===== config.mk =====
export PLATFORM = sky130hd
export DESIGN_NAME = sum_accumulator
export DESIGN_NICKNAME = d
export VERILOG_FILES = /design/src/rtl/sum_accumulator_pkg.sv /design/src/rtl/sum_accumulator.sv
export SDC_FILE = /design/constraint.sdc
export NUM_CORES = 1
export LEC_CHECK = 0
export BUFFER_PORTS_ARGS = -buffer_cell sky130_fd_sc_hd__buf_2
export CORE_MARGIN = 2
export CORE_UTILIZATION = 30
export DETAILED_ROUTE_END_ITERATION = 6
export HOLD_SLACK_MARGIN = 0.05
export SYNTH_ARGS = -nofsm -noshare
export SYNTH_HDL_FRONTEND = slang
export SYNTH_SLANG_ARGS = --single-unit

===== constraint.sdc =====
create_clock -name clock -period 2 [get_ports clock]
set_input_delay 0.1 -clock clock [delete_from_list [all_inputs] [get_ports clock]]
set_output_delay 0.1 -clock clock [all_outputs]
set_load 0.02 [all_outputs]

===== src/rtl/sum_accumulator_pkg.sv =====
// rtl/sum_accumulator_pkg.sv - shared types and defaults for the packet sum sequencer
//
// Purpose: sequencer state encoding and the default width of the
//          saturating operand/carry counters.
// Ports:   none (package).

package sum_accumulator_pkg;

   // Operand and carry counters saturate at 2^COUNT_WIDTH-1.
   localparam int COUNT_WIDTH_DEFAULT = 8;

   // IDLE    : waiting for an operand
   // ISSUE   : one-cycle start pulse to the adder
   // CAPTURE : adder result is valid, fold it into the running total
   // DONE    : packet total presented until the consumer takes it
   typedef enum logic [1:0] {
      IDLE    = 2'd0,
      ISSUE   = 2'd1,
      CAPTURE = 2'd2,
      DONE    = 2'd3
   } state_t;

endpackage


===== src/rtl/sum_accumulator.sv =====
// rtl/sum_accumulator.sv - sequences an operand stream through an external adder
//
// Purpose: accepts operands over in_valid/in_ready, feeds (running total,
//          operand) to a 1-cycle-latency adder, folds the sum back into the
//          running total and presents the packet total with carry and
//          operand counts over result_valid/result_ready.
// Ports:   clock, reset (sync, active-high)
//          in_valid, in_data, in_last, in_ready     - operand stream
//          add_start, add_a, add_b                  - request to adder
//          add_sum, add_overflow                    - adder response
//          result_valid, result, result_carries,
//          result_count, result_ready               - packet result

module sum_accumulator
   import sum_accumulator_pkg::*;
#(
   parameter int DATA_WIDTH  = 32,
   parameter int COUNT_WIDTH = COUNT_WIDTH_DEFAULT
) (
   input  logic                   clock,
   input  logic                   reset,
   input  logic                   in_valid,
   input  logic [DATA_WIDTH-1:0]  in_data,
   input  logic                   in_last,
   output logic                   in_ready,
   output logic                   add_start,
   output logic [DATA_WIDTH-1:0]  add_a,
   output logic [DATA_WIDTH-1:0]  add_b,
   input  logic [DATA_WIDTH-1:0]  add_sum,
   input  logic                   add_overflow,
   output logic                   result_valid,
   output logic [DATA_WIDTH-1:0]  result,
   output logic [COUNT_WIDTH-1:0] result_carries,
   output logic [COUNT_WIDTH-1:0] result_count,
   input  logic                   result_ready
);

   state_t                 state;
   state_t                 state_next;
   logic [DATA_WIDTH-1:0]  accumulator;
   logic [DATA_WIDTH-1:0]  held_operand;
   logic                   last_flag;
   logic [COUNT_WIDTH-1:0] carries;
   logic [COUNT_WIDTH-1:0] count;

   always_ff @(posedge clock) begin
      if (reset) begin
         state        <= IDLE;
         accumulator  <= '0;
         held_operand <= '0;
         last_flag    <= 1'b0;
         carries      <= '0;
         count        <= '0;
      end else begin
         state <= state_next;
         case (state)
            IDLE: begin
               if (in_valid) begin
                  held_operand <= in_data;
                  last_flag    <= in_last;
               end
            end
            CAPTURE: begin
               accumulator <= add_sum;
               if (add_overflow && (carries != '1)) begin
                  carries <= carries + COUNT_WIDTH'(1);
               end
               if (count != '1) begin
                  count <= count + COUNT_WIDTH'(1);
               end
            end
            DONE: begin
               // Next packet starts from a clean total; the held operand is
               // overwritten on the next accept so it need not be cleared.
               if (result_ready) begin
                  accumulator <= '0;
                  carries     <= '0;
                  count       <= '0;
                  last_flag   <= 1'b0;
               end
            end
            default: begin
            end
         endcase
      end
   end

   always_comb begin
      state_next   = state;
      in_ready     = 1'b0;
      add_start    = 1'b0;
      result_valid = 1'b0;
      case (state)
         IDLE: begin
            in_ready = 1'b1;
            if (in_valid) begin
               state_next = ISSUE;
            end
         end
         ISSUE: begin
            add_start  = 1'b1;
            state_next = CAPTURE;
         end
         CAPTURE: begin
            state_next = last_flag ? DONE : IDLE;
         end
         DONE: begin
            result_valid = 1'b1;
            if (result_ready) begin
               state_next = IDLE;
            end
         end
         default: begin
            state_next = IDLE;
         end
      endcase
   end

   // Operands to the adder come straight from registers, so they are stable
   // across ISSUE and CAPTURE without extra staging.
   assign add_a = accumulator;
   assign add_b = held_operand;

   // Result fields only change in CAPTURE or on the DONE handshake, so they
   // hold steady while the consumer stalls.
   assign result         = accumulator;
   assign result_carries = carries;
   assign result_count   = count;

endmodule


==> results_dict.tcl <==
set metrics [dict create \
    cp.arrival_ns 2.08 \
    syn_avg_cell_area_um2 8.52 \
    gp_congestion 0.830 \
    grt_pass1_vias 3400 \
    period_share_pct 89.3 \
    cpMaxStageDelayCell "o311ai_4" \
    drv_cap 0 \
    drive_above_1_share_pct 34.7 \
    design.die.area_um2 12200 \
    ir_drop_v 0.000686 \
    cts.sinks 83 \
    mostFrequentLayoutCells "buf_2, dfxtp_1, nand2_1" \
    tightest_slew_ns 0.480 \
    async_flop_share_pct 0 \
    synth_cell_types 41 \
    num_vias 3506 \
    p_per_area_nw_per_um2 763 \
    max-clock-path-buffers 2 \
    wire_per_inst_um 13.1 \
    num_rows 38 \
    path_class "flip-flop to flip-flop" \
    coreArea_um2 11000 \
    io_buffers 184 \
    netlist_instances 400 \
    hold_class "input pin to flip-flop" \
    antenna_left 0 \
    root_buffer "clkbuf_16" \
    ctsResizeCount 0 \
    setup_viol 0 \
    grt.overflow.total 0 \
    seq_area_frac_synth_pct 48.8 \
    dp_hpwl_um 6470 \
    yosys_warnings 0 \
    post-route-drc-count 0 \
    grt_max_degree 45 \
    slowest_delay_ns 0.46 \
    crit_fanout 8 \
    cts_tree "done" \
    cp-start-kind "flip-flop" \
    first_iter_violations 205 \
    period_needed_ns 1.79 \
    outcome "complete, no violations" \
    nNetsFinal 683 \
    drtPass1Iterations 5 \
    start_util_pct 31.0 \
    final_hold_viol_count 0 \
    fp.dieH_um 111 \
    syn_area_um2 3410 \
    slew_violations 0 \
    antenna_found_initial 0 \
    synth_edf_count 0 \
    wl_um 9880 \
    cts-buffers-inserted 9 \
    ioPinCount 185 \
    track_usage_pct 16.4 \
    required_ns 2.29 \
    endpoint_kind "flip-flop" \
    clk_latency_ns 0.34 \
    slew_headroom_pct 68.0 \
    h-tree-depth 3 \
    ys.flop_type "dfxtp_1" \
    tns_ns 0 \
    max_freq_mhz 560 \
    syn_to_final_growth_pct 50.8 \
    finalPower_mw 3.92 \
    syn_nets 472 \
    clk_pin_slew_ns 0.06 \
    crit_chain "ha_1 -> nand3_2 -> o311ai_4 -> buf_4 -> and4b_1 -> a311o_1" \
    fin_skew_ns 0.00881 \
    rsz0062_at_grt "false" \
    yosys_register_bits 83 \
    drt-vias-per-instance 4.64 \
    die_w_um 111 \
    antenna_cells 0 \
    fillers 1073 \
    leakagePower_nw 2.42 \
    layout_commonest_cell "buf_2" \
    grt_pass1_wl_um 16400 \
]
-- synth_stat cells (3+ instances only) --
| cell type | n | area share (%) |
|---|---|---|
| inv_1 | 7 | 0.77 |
| dfxtp_1 | 83 | 49 |
| nand3_1 | 8 | 1.2 |
| nand2_1 | 77 | 8.5 |
| nor2_1 | 41 | 4.5 |
| nor3_1 | 5 | 0.73 |
| a31oi_1 | 5 | 0.92 |
| buf_4 | 33 | 7.3 |
| a22oi_1 | 33 | 7.3 |
| clkbuf_1 | 18 | 2.0 |
| o21ai_0 | 4 | 0.59 |
| a21oi_1 | 40 | 5.9 |
| buf_2 | 4 | 0.59 |
| or4_1 | 5 | 1.1 |
| and3_1 | 3 | 0.55 |
-- critical path, delay by kind of cell, from the launching register on --
| family | cells | cell delay (ns) |
|---|---|---|
| buffers and inverters | 1 | 0.23 |
| adder cells (fa/ha/maj) | 1 | 0.22 |
| flip-flops | 1 | 0.38 |
| AND/OR/NAND/NOR | 2 | 0.34 |
| AO/OA/AOI/OAI | 2 | 0.57 |
-- repair_timing --
item | in CTS | in global routing
buffers inserted | 0 | 0
endpoints found under the hold margin | 65 | 0
hold buffers | 65 | 0
-- worst paths after layout --
check | from | to | slack (ns) | cells past startpoint
setup reg to reg | result_carries[0]$_SDFFE_PP0P_ | result_carries[7]$_SDFFE_PP0P_ | 0.21 | 6
setup / recovery | result_carries[0]$_SDFFE_PP0P_ | result_carries[7]$_SDFFE_PP0P_ | 0.21 | 6
hold / removal | add_overflow | result_carries[2]$_SDFFE_PP0P_ | 0.13 | 3
hold reg to reg | add_b[6]$_SDFFE_PP0P_ | add_b[6]$_SDFFE_PP0P_ | 0.45 | 2
-- state kept, by name, summed over array words and instances (netlist names) --
signal and count:
result_carries 8, add_b 32, add_a 32, state 2, result_count 8, last_flag 1
-- metal layers --
metal | share of wire [%] | vias up | track usage, %
li1 | - | 1766 | -
met4 | 1.6 | 0 | 6.08
met3 | 5.8 | 15 | 5.98
met1 | 43 | 1617 | 19.0
met5 | 0 | - | 0
met2 | 50 | 108 | 27.8
-- area by class of cell --
type	count	area [um2]	area share [%]
clock inverters	5	27.5	0.536
clock buffers	11	253	4.92
multi-input cells	253	1360	26.5
repair buffers	257	1630	31.8
inverters	7	26.3	0.512
well taps	140	175	3.41
flip-flops and latches	83	1660	32.4
-- report_power, final --
part	internal, mW	leakage, nW	switching, mW
sequential	1.72	0.676	0.0450
combinational	0.262	1.60	0.330
clock	0.899	0.141	0.658
total	2.88	2.42	1.03
-- cell families after synthesis --
kind of cell	count (synthesis)	synth area share [%]
AOI/OAI and AO/OA	92	17.6
buffers and inverters	64	11.3
DFF	83	48.8
adders and majority gates	2	0.734
muxes	2	0.588
and+or+nand+nor	157	21.0
-- through the flow --
step	area [um2]	setup WS [ns]	util, %	cells	hold slack (ns)
global route	5140	0.0765	46.8	756	0.118
finish	5140	0.213	46.8	756	0.128
floorplan	3410	0.161	-	400	0.236
global placement	4210	0.305	38.3	675	0.337
detailed placement	4210	0.230	38.3	675	0.345
CTS	5140	0.216	46.8	756	0.108
(Power assumes the default switching activity.)
